$ cat config.mk
export PLATFORM = sky130hd
export DESIGN_NAME = dp_op_sequencer
export DESIGN_NICKNAME = d
export VERILOG_FILES = /design/src/rtl/dp_op_sequencer.sv
export SDC_FILE = /design/constraint.sdc
export NUM_CORES = 1
export LEC_CHECK = 0
export CAP_MARGIN = 10
export CORE_ASPECT_RATIO = 0.9
export CORE_MARGIN = 10
export CORE_UTILIZATION = 28
export CTS_BUF_LIST = sky130_fd_sc_hd__clkbuf_4 sky130_fd_sc_hd__clkbuf_8
export CTS_CLUSTER_DIAMETER = 200
export CTS_CLUSTER_SIZE = 14
export DETAILED_ROUTE_END_ITERATION = 16
export GPL_TIMING_DRIVEN = 0
export PLACE_DENSITY = 0.51
export REMOVE_ABC_BUFFERS = 1
export SLEW_MARGIN = 25
export SYNTH_ARGS = -nofsm -noshare
export SYNTH_HDL_FRONTEND = slang
export SYNTH_SLANG_ARGS = --single-unit
$ cat constraint.sdc
create_clock -name clk -period 3.03 [get_ports clk]
set_input_delay 0.7575 -clock clk [delete_from_list [all_inputs] [get_ports clk]]
set_output_delay 0.7575 -clock clk [all_outputs]
set_load 0.01 [all_outputs]
$ cat src/rtl/dp_op_sequencer.sv
// dp_op_sequencer: control-step sequencer for the Datapath register-transfer
// controls. Each request preloads up to NUM_PRELOAD registers through MDR and
// then runs the fetch/execute steps T0..T5. Binary ops load Y in T3. Unary ops
// (NEG/NOT) skip T3.
// Optional feature macro: DP_SEQ_T6_EN. When it is defined, a wide (MUL/DIV)
// request adds a T6 step that writes ZHI into HI.
module dp_op_sequencer #(
  parameter int unsigned DATA_W      = 32,
  parameter int unsigned IDX_W       = 5,
  parameter int unsigned CTRL_W      = 4,
  parameter int unsigned NUM_PRELOAD = 3,
  parameter int unsigned SEL_MDR     = 21,
  parameter int unsigned SEL_PC      = 20,
  parameter int unsigned SEL_ZLO     = 19,
  parameter int unsigned SEL_ZHI     = 18,
  parameter int unsigned EN_MDR      = 21,
  parameter int unsigned EN_PC       = 20,
  parameter int unsigned EN_Y        = 22,
  parameter int unsigned EN_IR       = 23,
  parameter int unsigned EN_Z        = 24,
  parameter int unsigned EN_MAR      = 25,
  parameter int unsigned EN_HI       = 26
) (
  input  logic                          clk,
  input  logic                          clr,
  input  logic                          start,
  input  logic                          abort,
  input  logic                          unary,
  input  logic                          wide,
  input  logic [3:0]                    preload_cnt,
  input  logic [NUM_PRELOAD*IDX_W-1:0]  preload_reg,
  input  logic [NUM_PRELOAD*DATA_W-1:0] preload_dat,
  input  logic [DATA_W-1:0]             instr_word,
  input  logic [IDX_W-1:0]              src_a,
  input  logic [IDX_W-1:0]              src_b,
  input  logic [IDX_W-1:0]              dst,
  input  logic [CTRL_W-1:0]             alu_ctrl,
  output logic [DATA_W-1:0]             mdata_out,
  output logic                          md_read,
  output logic [IDX_W-1:0]              bus_sel,
  output logic                          bus_vld,
  output logic [IDX_W-1:0]              en_idx,
  output logic                          en_vld,
  output logic                          pc_inc,
  output logic [CTRL_W-1:0]             ctrl_sig,
  output logic                          busy,
  output logic                          done
);

  localparam logic [IDX_W-1:0] B_MDR  = IDX_W'(SEL_MDR);
  localparam logic [IDX_W-1:0] B_PC   = IDX_W'(SEL_PC);
  localparam logic [IDX_W-1:0] B_ZLO  = IDX_W'(SEL_ZLO);
  localparam logic [IDX_W-1:0] E_MDR  = IDX_W'(EN_MDR);
  localparam logic [IDX_W-1:0] E_Y    = IDX_W'(EN_Y);
  localparam logic [IDX_W-1:0] E_IR   = IDX_W'(EN_IR);
  localparam logic [IDX_W-1:0] E_Z    = IDX_W'(EN_Z);
  localparam logic [IDX_W-1:0] E_MAR  = IDX_W'(EN_MAR);
`ifdef DP_SEQ_T6_EN
  localparam logic [IDX_W-1:0] B_ZHI  = IDX_W'(SEL_ZHI);
  localparam logic [IDX_W-1:0] E_HI   = IDX_W'(EN_HI);
`endif
  // No step drives EN_PC. It stays in the parameter list so that the index
  // map is complete.
  localparam int unsigned unused_idx_params = EN_PC + SEL_ZHI + EN_HI;

  typedef enum logic [3:0] {
    S_IDLE, S_LDA, S_LDB, S_T0, S_T1, S_T2, S_T3, S_T4, S_T5,
`ifdef DP_SEQ_T6_EN
    S_T6,
`endif
    S_DONE
  } state_t;

  state_t state_q, state_d;
  logic [3:0] k_q, k_d, cnt_q, cnt_d, cnt_clamp, k_inc;
  logic [NUM_PRELOAD*IDX_W-1:0]  reg_q, reg_d;
  logic [NUM_PRELOAD*DATA_W-1:0] dat_q, dat_d;
  logic [DATA_W-1:0] instr_q, instr_d;
  logic [IDX_W-1:0]  src_a_q, src_a_d, src_b_q, src_b_d, dst_q, dst_d;
  logic [CTRL_W-1:0] alu_q, alu_d;
  logic              unary_q, unary_d;
  logic              accept;

  logic [DATA_W-1:0] dat_slot;
  logic [IDX_W-1:0]  reg_slot;

  logic [DATA_W-1:0] mdata_d;
  logic [IDX_W-1:0]  bus_sel_d, en_idx_d;
  logic [CTRL_W-1:0] ctrl_d;
  logic              md_read_d, bus_vld_d, en_vld_d, pc_inc_d, busy_d, done_d;

`ifdef DP_SEQ_T6_EN
  logic wide_q, wide_d;
`else
  logic unused_wide;
  assign unused_wide = wide;
`endif

  assign cnt_clamp = (32'(preload_cnt) > NUM_PRELOAD) ? 4'(NUM_PRELOAD) : preload_cnt;
  assign accept    = start && !abort && (state_q == S_IDLE || state_q == S_DONE);
  assign k_inc     = k_q + 4'd1;

  // Next-state, request capture and next registered output values.
  // The outputs are decoded from the *next* state and the *next* captured
  // request, so that the output flops show the new step on the same edge.
  always_comb begin
    state_d   = state_q;
    k_d       = k_q;
    cnt_d     = cnt_q;
    reg_d     = reg_q;
    dat_d     = dat_q;
    instr_d   = instr_q;
    src_a_d   = src_a_q;
    src_b_d   = src_b_q;
    dst_d     = dst_q;
    alu_d     = alu_q;
    unary_d   = unary_q;
`ifdef DP_SEQ_T6_EN
    wide_d    = wide_q;
`endif
    dat_slot  = '0;
    reg_slot  = '0;
    mdata_d   = '0;
    md_read_d = 1'b0;
    bus_sel_d = '0;
    bus_vld_d = 1'b0;
    en_idx_d  = '0;
    en_vld_d  = 1'b0;
    pc_inc_d  = 1'b0;
    ctrl_d    = '0;
    busy_d    = 1'b0;
    done_d    = 1'b0;

    if (abort) begin
      state_d = S_IDLE;
    end else if (accept) begin
      cnt_d   = cnt_clamp;
      k_d     = '0;
      reg_d   = preload_reg;
      dat_d   = preload_dat;
      instr_d = instr_word;
      src_a_d = src_a;
      src_b_d = src_b;
      dst_d   = dst;
      alu_d   = alu_ctrl;
      unary_d = unary;
`ifdef DP_SEQ_T6_EN
      wide_d  = wide;
`endif
      state_d = (cnt_clamp == 4'd0) ? S_T0 : S_LDA;
    end else begin
      unique case (state_q)
        S_IDLE: state_d = S_IDLE;
        S_LDA:  state_d = S_LDB;
        S_LDB: begin
          k_d     = k_inc;
          state_d = (k_inc < cnt_q) ? S_LDA : S_T0;
        end
        S_T0:   state_d = S_T1;
        S_T1:   state_d = S_T2;
        S_T2:   state_d = unary_q ? S_T4 : S_T3;
        S_T3:   state_d = S_T4;
        S_T4:   state_d = S_T5;
`ifdef DP_SEQ_T6_EN
        S_T5:   state_d = wide_q ? S_T6 : S_DONE;
        S_T6:   state_d = S_DONE;
`else
        S_T5:   state_d = S_DONE;
`endif
        S_DONE: state_d = S_IDLE;
        default: state_d = S_IDLE;
      endcase
    end

    for (int unsigned i = 0; i < NUM_PRELOAD; i++) begin
      if (32'(k_d) == i) begin
        dat_slot = dat_d[i*DATA_W +: DATA_W];
        reg_slot = reg_d[i*IDX_W +: IDX_W];
      end
    end

    unique case (state_d)
      S_LDA: begin
        mdata_d = dat_slot; md_read_d = 1'b1;
        en_idx_d = E_MDR; en_vld_d = 1'b1; busy_d = 1'b1;
      end
      S_LDB: begin
        bus_sel_d = B_MDR; bus_vld_d = 1'b1;
        en_idx_d = reg_slot; en_vld_d = 1'b1; busy_d = 1'b1;
      end
      S_T0: begin
        bus_sel_d = B_PC; bus_vld_d = 1'b1;
        en_idx_d = E_MAR; en_vld_d = 1'b1; pc_inc_d = 1'b1; busy_d = 1'b1;
      end
      S_T1: begin
        mdata_d = instr_d; md_read_d = 1'b1;
        en_idx_d = E_MDR; en_vld_d = 1'b1; busy_d = 1'b1;
      end
      S_T2: begin
        bus_sel_d = B_MDR; bus_vld_d = 1'b1;
        en_idx_d = E_IR; en_vld_d = 1'b1; busy_d = 1'b1;
      end
      S_T3: begin
        bus_sel_d = src_a_d; bus_vld_d = 1'b1;
        en_idx_d = E_Y; en_vld_d = 1'b1; busy_d = 1'b1;
      end
      S_T4: begin
        bus_sel_d = unary_d ? src_a_d : src_b_d; bus_vld_d = 1'b1;
        en_idx_d = E_Z; en_vld_d = 1'b1; ctrl_d = alu_d; busy_d = 1'b1;
      end
      S_T5: begin
        bus_sel_d = B_ZLO; bus_vld_d = 1'b1;
        en_idx_d = dst_d; en_vld_d = 1'b1; ctrl_d = alu_d; busy_d = 1'b1;
      end
`ifdef DP_SEQ_T6_EN
      S_T6: begin
        bus_sel_d = B_ZHI; bus_vld_d = 1'b1;
        en_idx_d = E_HI; en_vld_d = 1'b1; ctrl_d = alu_d; busy_d = 1'b1;
      end
`endif
      S_DONE: begin
        done_d = 1'b1; ctrl_d = alu_d;
      end
      default: ;
    endcase
  end

  // State register and preload slot counter.
  always_ff @(posedge clk or negedge clr) begin
    if (!clr) begin
      state_q <= S_IDLE;
      k_q     <= '0;
    end else begin
      state_q <= state_d;
      k_q     <= k_d;
    end
  end

  // Request capture registers. They load only on the accepting edge.
  always_ff @(posedge clk or negedge clr) begin
    if (!clr) begin
      cnt_q   <= '0;
      reg_q   <= '0;
      dat_q   <= '0;
      instr_q <= '0;
      src_a_q <= '0;
      src_b_q <= '0;
      dst_q   <= '0;
      alu_q   <= '0;
      unary_q <= 1'b0;
`ifdef DP_SEQ_T6_EN
      wide_q  <= 1'b0;
`endif
    end else begin
      cnt_q   <= cnt_d;
      reg_q   <= reg_d;
      dat_q   <= dat_d;
      instr_q <= instr_d;
      src_a_q <= src_a_d;
      src_b_q <= src_b_d;
      dst_q   <= dst_d;
      alu_q   <= alu_d;
      unary_q <= unary_d;
`ifdef DP_SEQ_T6_EN
      wide_q  <= wide_d;
`endif
    end
  end

  // Registered Moore outputs. They clear asynchronously with clr.
  always_ff @(posedge clk or negedge clr) begin
    if (!clr) begin
      mdata_out <= '0;
      md_read   <= 1'b0;
      bus_sel   <= '0;
      bus_vld   <= 1'b0;
      en_idx    <= '0;
      en_vld    <= 1'b0;
      pc_inc    <= 1'b0;
      ctrl_sig  <= '0;
      busy      <= 1'b0;
      done      <= 1'b0;
    end else begin
      mdata_out <= mdata_d;
      md_read   <= md_read_d;
      bus_sel   <= bus_sel_d;
      bus_vld   <= bus_vld_d;
      en_idx    <= en_idx_d;
      en_vld    <= en_vld_d;
      pc_inc    <= pc_inc_d;
      ctrl_sig  <= ctrl_d;
      busy      <= busy_d;
      done      <= done_d;
    end
  end

endmodule

Word level (Yosys, flattened, before mapping)
Cells that the tools add are included.
Widths: inputs -> output; s select.
- output and inout bits: 52
- flip-flop bits (word level): 226
- equal/unequal tests: 20
- mux-type cells: 42
- reduce and logical (&&, ||, !) cells: 13
- $add $sub $neg: 1
- bitwise logic cells: 1
- order comparisons: 2
- operator list (operator ; number):
    $mux 96 ; 2
    $mux 32 ; 5
    $pmux 32 s2 ; 1
    $mux 5 ; 10
    $mux 4 ; 9
    $pmux 5 s7 ; 1
    $eq 4x3->1 const B ; 8
    $pmux 4 s8 ; 1
    $mux 15 ; 2
    $pmux 5 s5 ; 1
    $eq 4x2->1 const B ; 5
    $eq 4x4->1 const B ; 4
    $eq 4x1->1 const B ; 3
    $logic_not 4->1 ; 3
    $mux 1 ; 8
    $reduce_or 8->1 ; 1
    $reduce_or 6->1 ; 1
    $add 4x1->4 const B ; 1
    $gt 4x2->1 const B ; 1
    $lt 4x4->1 ; 1
    $mux 2 ; 2
    $reduce_or 2->1 ; 2
    $reduce_or 3->1 ; 1
    $logic_and 1x1->1 ; 2
    other kinds (4) ; 4

Logic depth before layout (Yosys ltp)
Gate-level depths: netlist of the first run.
- word-level depth: 10
- mapped depth: 16
- mapped depth without buffers: 10

Worst setup path before layout of the first run
OpenSTA, ideal clock, no wires.
- kind: reg-to-reg
- start: register k_q[0]
- end: register mdata_out[10]
- slack: -0.263 ns
- clock period less this slack: 3.293 ns
- stages on the path, launching flop included: 17
- required time: 2.929 ns
- data arrival time: 3.192 ns
- path through: dfrtp_1 > clkbuf_1 > clkbuf_1 > clkbuf_1 > nand3_1 > xnor2_1 > ha_1 > nor3_1 > nor3_1 > a2bb2oi_1 > a311o_1 > buf_6 > inv_2 > or4_1 > buf_2 > buf_4 > o32ai_1
- cells in the longest elaborated chain, start to end: 9
- RTL lines (what ; RTL line ; RTL):
    start, declared ; 75 ; logic [3:0] k_q, k_d, cnt_q, cnt_d, cnt_clamp, k_inc;
    start signal, assigned ; 235 ; k_q <= k_d;
    parallel branches: the longest is 8 deep, another holds $add 4x1->4 ; -- ;
    $pmux 32 s2 (*) ; 182 ; unique case (state_d)
    named net mdata_d[10] ; 87 ; logic [DATA_W-1:0] mdata_d;
    end signal, assigned ; 284 ; mdata_out <= mdata_d;
    end, declared ; 38 ; output logic [DATA_W-1:0] mdata_out,
Mark *: on every way through the listed nets, which the timed path passes.
A chain may end at the register's enable or synchronous reset.

Worst setup path in the final report of the first run
- start: input port start
- end: register en_idx[1]
- cells in the longest elaborated chain, start to end: 9
- RTL lines (what ; RTL line ; RTL):
    start, declared ; 26 ; input logic start,
    $logic_and 1x1->1 (*) (2 in series) ; 100 ; assign accept = start && !abort && (state_q == S_IDLE || state_q == S_DONE);
    $mux 4 ; 136 ; end else if (accept) begin
    $mux 4 ; 134 ; if (abort) begin
    $logic_not 4->1 ; 176 ; if (32'(k_d) == i) begin
    $mux 5 (3 in series) ; 176 ;
    $pmux 5 s7 (*) ; 182 ;
    named net en_idx_d[1] ; 88 ; logic [IDX_W-1:0] bus_sel_d, en_idx_d;
    end signal, assigned ; 288 ; en_idx <= en_idx_d;
    end, declared ; 42 ; output logic [IDX_W-1:0] en_idx,
Mark *: on every way through the listed nets, which the timed path passes. The rest lies on a longest branch.

==> results by group, run 1 <==
Status
  • Status: completed

Hold path
  • Worst Hold Class: in2async

Timing
  • F_max: approximately 330 MHz
  • Setup violators final: 0
  • Period utilization: 99.1%
  • Skew final: 0.0327 ns
  • Rel. slew slack: between 40 and 50%
  • Max Slew Vio Count: 0
  • Final Hold Fails: 0
  • Min Tclk post-route: approximately 3.0 ns
  • Worst hold margin: 0.112 ns
  • Worst Tran Pin Value: between 0.8 and 0.9 ns
  • RSZ-0062 raised after global routing: true

Logic synthesis
  • Yosys top cell by area: dfrtp_1
  • YS warnings: 0
  • Post-synth top flop: dfrtp_1
  • Share of the synthesized area in the top cell type: 53.1%
  • Synthesized area per cell: a little under 9 sq um
  • Synth Register Bits: 226
  • Syn Std Cell Area: 10700 sq um
  • Synthesized instance count: about 1200
  • Post-synth ARST share: 100%
  • Seq/Total Area, Yosys: between 50% and 60%
  • Yosys cell types: 59
  • Post-synth EDFFs: 0
  • Area contributors post-synth: dfrtp_1 53%, nand2_1 18%, a2111o_1 3.5%

Clock network
  • Clk slew on worst S/H paths: 0.09 ns
  • Root Driver: clkbuf_8
  • H-tree depth reported by CTS: 1
  • Clk sinks: 226
  • TritonCTS clock tree: done
  • Clock Latency Late Sink: 0.58 ns
  • CTS buffer count: 20
  • CTS max path bufs: 3

Power and ir drop
  • VDD IR max: 287 uV
  • Pwr Total: 8.51 mW
  • Leakage power: 6.54 nW
  • Pwr per Cell Area: 594 nW/um^2

Finish
  • End-of-flow core utilization: between 30% and 40%
  • Final Net Count: 1595
  • Area of the multi-input gates: 4730 sq um
  • Seq. cell area: 5660 sq um
  • Non-Filler Instances: 1906
  • Area growth syn-to-layout: 34.4%
  • Share of cells above drive strength 1: 8.30%
  • Fill cells: 3792

Place
  • Final Wtd Congestion: 0.756
  • Port Buf Inserts: about 220
  • Dpl cells: 1851
  • Post-DP HPWL: about 24000 microns

Drt
  • WL/cell: around 20 microns
  • DRC viols: 0
  • DR vias/cell: 4.94
  • Initial DRC count: 684
  • Post-route ant nets: 0
  • Routed vias: around 9400
  • Final WL: just under 40000 microns
  • First-pass iteration count of the detailed router: 5

Floorplanning
  • Core area: approximately 37000 sq um
  • IO Count: 224
  • DIE WIDTH: 226 microns
  • Initial Util: roughly 28%
  • # rows: between 60 and 70
  • Die area: 46200 sq um
  • Die height: about 210 microns

Global routing
  • Initial antenna violation count: 5
  • Largest net degree at the start of global routing: between 60 and 70
  • GRT Util Overall: 16.3%
  • First-pass GRT wire length: 59200 microns
  • Vias in the first global route: 9692
  • Remaining Overflow, GRT: 0

Flow run
  • Number of max-cap violations: 0

Critical path
  • Kind of critical path: in2reg
  • Reg2reg end: en_idx[1]$_DFF_PN0_
  • Setup crit start kind: input port
  • Crit path DAT: 3.47 ns
  • Worst Path Max Fanout: 8
  • Required time of the critical path: 3.50 ns
  • FF-to-FF setup slack: 0.06 ns
  • Cell depth of the worst flop-to-flop path: 10
  • Reg2reg start: k_q[1]$_DFF_PN0_
  • CP endpoint kind: flop
sequential cells by signal (all words and copies together) (netlist names):
register / cells
alu_q: 4
busy: 1
instr_q: 32
done: 1
bus_sel: 5
cnt_q: 4
mdata_out: 32
dat_q: 96
pc_inc: 1
src_a_q: 5
bus_vld: 1
dst_q: 5
state_q: 4
src_b_q: 5
reg_q: 15
ctrl_sig: 4
en_idx: 5
md_read: 1
unary_q: 1
k_q: 4
critical path, stage by stage:
cell,delay [ns]
clkdlybuf4s50_1,0.59
or3b_1,0.38
maj3_2,0.31
a2bb2oi_1,0.14
a311o_2,0.46
buf_4,0.20
or3_1,0.40
o2111ai_2,0.21
repair_timing:
| item | in CTS | in global routing |
|---|---|---|
| gates resized for setup | 21 | 11 |
| hold buffers | 0 | 0 |
| setup endpoints to repair | 50 | 43 |
| pin swaps | 7 | 3 |
| cloned | 4 | 3 |
| setup buffers | 19 | 3 |
synth_stat cells, types with 3 or more instances:
cell type  count
nand3_1       11
inv_1          8
o221ai_1      33
a21o_1         4
o22a_1         3
mux2_2        10
buf_4          5
mux2i_1        5
o32ai_1       32
a2111o_1      33
nand2_1      508
buf_2         23
nor2_1        81
xor2_1         3
ha_1           4
nor3_1        42
a31oi_1        3
a221oi_1       3
and3_1         3
clkbuf_1      67
xnor2_1        3
o21ai_0       41
a21oi_1       13
dfrtp_1      226
and2_1         3
nand2b_1       6
nand4_1        3
o21a_1         6
power by group:
part           leakage (nW)  switching, mW  internal (mW)
logic                  3.50           1.54           1.30
clock network         0.167           1.09          0.660
registers              2.87          0.275           3.65
total                  6.54           2.90           5.60
metrics by stage:
stage	cell area (sq um)	worst slack (ns)	TNS [ns]
floorplan	10200	-3.17	-449.84
global placement	13100	-9.29	-3366.87
detailed placement	13500	-1.82	-104.22
CTS	14200	0.00174	0
global route	14300	-0.0249	-0.0650
finish	14300	0.0282	0
cells in the final DEF, fill, tap and decap left out, types with 3 or more instances in the layout:
cell type	instances
nand2_1	506
dfrtp_1	223
clkdlybuf4s50_1	220
nor2_1	79
nor3_1	39
o21ai_0	39
a2111o_1	33
o221ai_1	33
o32ai_1	27
buf_4	23
clkbuf_8	21
a21oi_1	11
buf_16	11
nand3_1	10
mux2_2	9
inv_1	7
nand2b_1	6
o21a_1	6
o32ai_2	5
mux2i_1	5
buf_12	5
a21o_1	4
xor2_1	3
nor3_2	3
o22a_1	3
nand4_1	3
and3_1	3
a31oi_1	3
a221oi_1	3
ha_1	3
kinds of logic (layout without fill, tap and decap cells):
| group | count (synthesis) | count (layout) | synth area share, % |
|---|---|---|---|
| AOI/OAI and AO/OA | 191 | 191 | 14.3 |
| xor gates and xnor gates | 6 | 6 | 0.494 |
| adders and majority gates | 5 | 5 | 0.576 |
| buffers and inverters | 106 | 302 | 4.32 |
| DFF | 226 | 226 | 53.1 |
| muxes | 15 | 15 | 1.53 |
| other | 0 | 2 | 0 |
| and+or+nand+nor | 675 | 676 | 25.7 |
routing by layer:
| layer | part of all wire (%) | vias up | GRT usage [%] | wire (microns) |
|---|---|---|---|---|
| li1 | - | 4535 | - | - |
| met1 | 47 | 4609 | 22.3 | 18100 |
| met4 | 2.0 | 6 | 4.31 | 763 |
| met2 | 45 | 224 | 25.3 | 17600 |
| met5 | 0.15 | - | 0 | 57 |
| met3 | 6.0 | 43 | 3.87 | 2320 |
layout make-up:
class	instances	share of cell area, %
clock inverter	1	0.114
multi-input combinational	893	33.1
antenna	2	0.0350
timing repair buffer	267	20.4
tap	483	4.22
timing repair inverter	2	0.140
inverter	9	0.323
sequential	226	39.6
clock buffer	23	2.12
how the worst max path moves through the flow:
stage	start	end	slack, ns
global placement	clr	instr_q[12]$_DFF_PN0_	-9.29
finish	start	en_idx[1]$_DFF_PN0_	0.03
global route	k_q[1]$_DFF_PN0_	en_idx[1]$_DFF_PN0_	-0.02
CTS	k_q[1]$_DFF_PN0_	mdata_out[8]$_DFF_PN0_	0.002
detailed placement	abort	mdata_out[20]$_DFF_PN0_	-1.82
floorplan	abort	en_idx[1]$_DFF_PN0_	-3.17
(Power assumes the default switching activity.)
==> run 2, diff against run 1 <==
CORE_MARGIN = not set   (was 10)
==> results by group, run 2 (synthesis gave the netlist of run 1 again) <==
Clock network
  • H-tree depth reported by CTS: 1 (unchanged)
  • Clk slew on worst S/H paths: 0.11 ns (was 0.09 ns)
  • CTS max path bufs: 3 (unchanged)
  • Root Driver: clkbuf_8 (unchanged)
  • Clock Latency Late Sink: 0.57 ns (was 0.58 ns)
  • CTS buffer count: 20 (unchanged)
  • Clk sinks: 226 (unchanged)
  • TritonCTS clock tree: done (unchanged)

Drt
  • Routed vias: 9581 (was 9417)
  • Final WL: 39100 microns (was 38800 microns)
  • DR vias/cell: 5.01 (was 4.94)
  • Initial DRC count: 624 (was 684)
  • DRC viols: 0 (unchanged)
  • Post-route ant nets: 0 (unchanged)
  • WL/cell: 20.4 microns (about the same)
  • First-pass iteration count of the detailed router: 5 (unchanged)

Timing
  • Setup violators final: 0 (unchanged)
  • Rel. slew slack: 45.2% (was 42.7%)
  • Worst Tran Pin Value: 0.822 ns (was 0.860 ns)
  • Min Tclk post-route: 2.98 ns (was 3.00 ns)
  • Final Hold Fails: 0 (unchanged)
  • RSZ-0062 raised after global routing: true (unchanged)
  • F_max: 336 MHz (was 333 MHz)
  • Max Slew Vio Count: 0 (unchanged)
  • Period utilization: 98.4% (was 99.1%)
  • Skew final: 0.0328 ns (was 0.0327 ns)

Critical path
  • Required time of the critical path: 3.51 ns (was 3.50 ns)
  • Crit path DAT: 3.46 ns (was 3.47 ns)
  • Reg2reg end: mdata_out[11]$_DFF_PN0_ (was en_idx[1]$_DFF_PN0_)
  • FF-to-FF setup slack: 0.05 ns (was 0.06 ns)
  • Setup crit start kind: flop (was input port)
  • CP endpoint kind: flop (unchanged)
  • Cell depth of the worst flop-to-flop path: 13 (was 10)
  • Reg2reg start: k_q[1]$_DFF_PN0_ (unchanged)
  • Worst Path Max Fanout: 5 (was 8)
  • Kind of critical path: reg2reg (was in2reg)

Floorplanning
  • Core area: 37400 sq um (unchanged)
  • Die height: 187 microns (was 205 microns)
  • Die area: 38800 sq um (was 46200 sq um)
  • # rows: 67 (unchanged)
  • Initial Util: 28.5% (unchanged)
  • IO Count: 224 (unchanged)
  • DIE WIDTH: 208 microns (was 226 microns)

Place
  • DP Area: 13500 sq um (about the same)
  • Post-DP HPWL: 21600 microns (was 23600 microns)
  • Final Wtd Congestion: 0.756 (about the same)
  • Port Buf Inserts: 222 (unchanged)

Hold path
  • Hold_sp: alu_q[0]$_DFF_PN0_
  • Worst Hold Class: reg2reg (was in2async)
  • Hold path depth: 2
  • WHS Endpoint: alu_q[0]$_DFF_PN0_

Flow run
  • Number of max-cap violations: 0 (unchanged)

Finish
  • Share of cells above drive strength 1: 10.8% (was 8.30%)
  • Design Area, Final: 14700 sq um (was 14300 sq um)
  • Commonest non-fill, non-tap cell in the layout: nand2_1 (unchanged)
  • Largest registers: dat_q x96, instr_q x32, mdata_out x32 (unchanged)
  • Largest register by flop count: dat_q (unchanged)
  • Final Net Count: 1604 (was 1595)
  • Fill cells: 3765 (was 3792)
  • Commonest cells after routing, fill and taps aside: 506 x nand2_1, 223 x dfrtp_1, 219 x clkdlybuf4s50_1, 79 x nor2_1, 39 x o21ai_0 (was 506 x nand2_1, 223 x dfrtp_1, 220 x clkdlybuf4s50_1, 79 x nor2_1)
  • Max reg flops: 96 (unchanged)
  • End-of-flow core utilization: 39.4% (was 38.3%)
  • Area growth syn-to-layout: 38.4% (was 34.4%)

Power and ir drop
  • Net Switching: 3.02 mW (was 2.90 mW)
  • Flop pwr share: 45.0% (was 46.1%)
  • Pwr per Cell Area: 592 nW/um^2 (was 594 nW/um^2)
  • Sw frac: 34.6% (was 34.1%)
  • Gate power share: 35.1% (was 33.4%)
  • Clk pwr share: 19.9% (was 20.5%)
  • Leakage power: 6.70 nW (was 6.54 nW)
  • VDD IR max: 304 uV (was 287 uV)
  • Cell internal pwr: 5.71 mW (was 5.60 mW)

Status
  • Status: completed (unchanged)

Global routing
  • Remaining Overflow, GRT: 0 (unchanged)
  • Initial antenna violation count: 2 (was 5)
  • Largest net degree at the start of global routing: 82 (was 61)
  • First-pass GRT wire length: 59800 microns (was 59200 microns)
  • Vias in the first global route: 9588 (was 9692)
  • GRT Util Overall: 20.0% (was 16.3%)
[run 2: worst max-delay path by stage]
stage	from	to	depth (start not counted)
after floorplan	abort	en_idx[1]$_DFF_PN0_	6
after global placement	clr	instr_q[14]$_DFF_PN0_	1
after detailed placement	k_q[0]$_DFF_PN0_	mdata_out[31]$_DFF_PN0_	12
after CTS	k_q[0]$_DFF_PN0_	mdata_out[31]$_DFF_PN0_	13
after global routing	k_q[1]$_DFF_PN0_	mdata_out[10]$_DFF_PN0_	13
final	k_q[1]$_DFF_PN0_	mdata_out[11]$_DFF_PN0_	13
[run 2: stage by stage]
| step | hold WS [ns] | setup WS (ns) | cells | setup TNS (ns) | total power [mW] |
|---|---|---|---|---|---|
| floorplan | 0.439 | -3.17 | 1127 | -449.84 | 5.43 |
| global placement | 0.453 | -9.31 | 1832 | -3361.43 | 6.52 |
| detailed placement | 0.457 | -1.71 | 1853 | -111.63 | 6.57 |
| CTS | 0.480 | -0.000891 | 1909 | -0.000891 | 8.78 |
| global route | 0.494 | -0.0487 | 1912 | -0.707 | 9.29 |
| finish | 0.478 | 0.0498 | 1914 | 0 | 8.73 |
[run 2: area by class of cell]
class                   count  area (sq um)  share of cell area (%)
inverters                   9          46.3                   0.314
diodes                      2          5.00                  0.0340
clock inverters             1          16.3                   0.110
repair inverters            2          25.0                   0.170
repair buffers            275          3080                    20.9
multi-input cells         894          5000                    34.0
flip-flops and latches    226          5660                    38.4
clock buffers              22           297                    2.01
well taps                 483           604                    4.10
[run 2: power by group through the flow]
stage	Sequential (mW)	Combinational (mW)	Clock [mW]
finish	3.93	3.06	1.74
global route	4.01	3.37	1.92
CTS	3.92	3.02	1.83
detailed placement	4.01	2.56	0
global placement	4.07	2.44	0
floorplan	4.00	1.42	0
[run 2: per-layer routing]
layer  vias up  routed length [microns]  GRT usage [%]
met1      4735                    18500           28.6
met4         0                      771           3.93
met2       249                    17900           32.0
li1       4560                        -              -
met5         -                        0              0
met3        37                     1980           3.19
[run 2: worst max-delay path, stage by stage (launching register included)]
cell and delay [ns]:
dfrtp_4 0.54, buf_6 0.14, nand3_4 0.06, xnor2_2 0.11
ha_2 0.30, nor3_4 0.19, nor3_2 0.07, a2bb2oi_2 0.18
a311o_2 0.26, inv_12 0.03, or4_4 0.55, buf_12 0.17
clkbuf_16 0.17, o32ai_2 0.09
[run 2: timing repair]
item,CTS,global route
resized for setup,37,36
hold buffers,1,0
pin swaps,7,8
gates cloned,11,1
hold endpoints to repair,15,0
buffers inserted,21,5
endpoints found under the setup margin,51,41
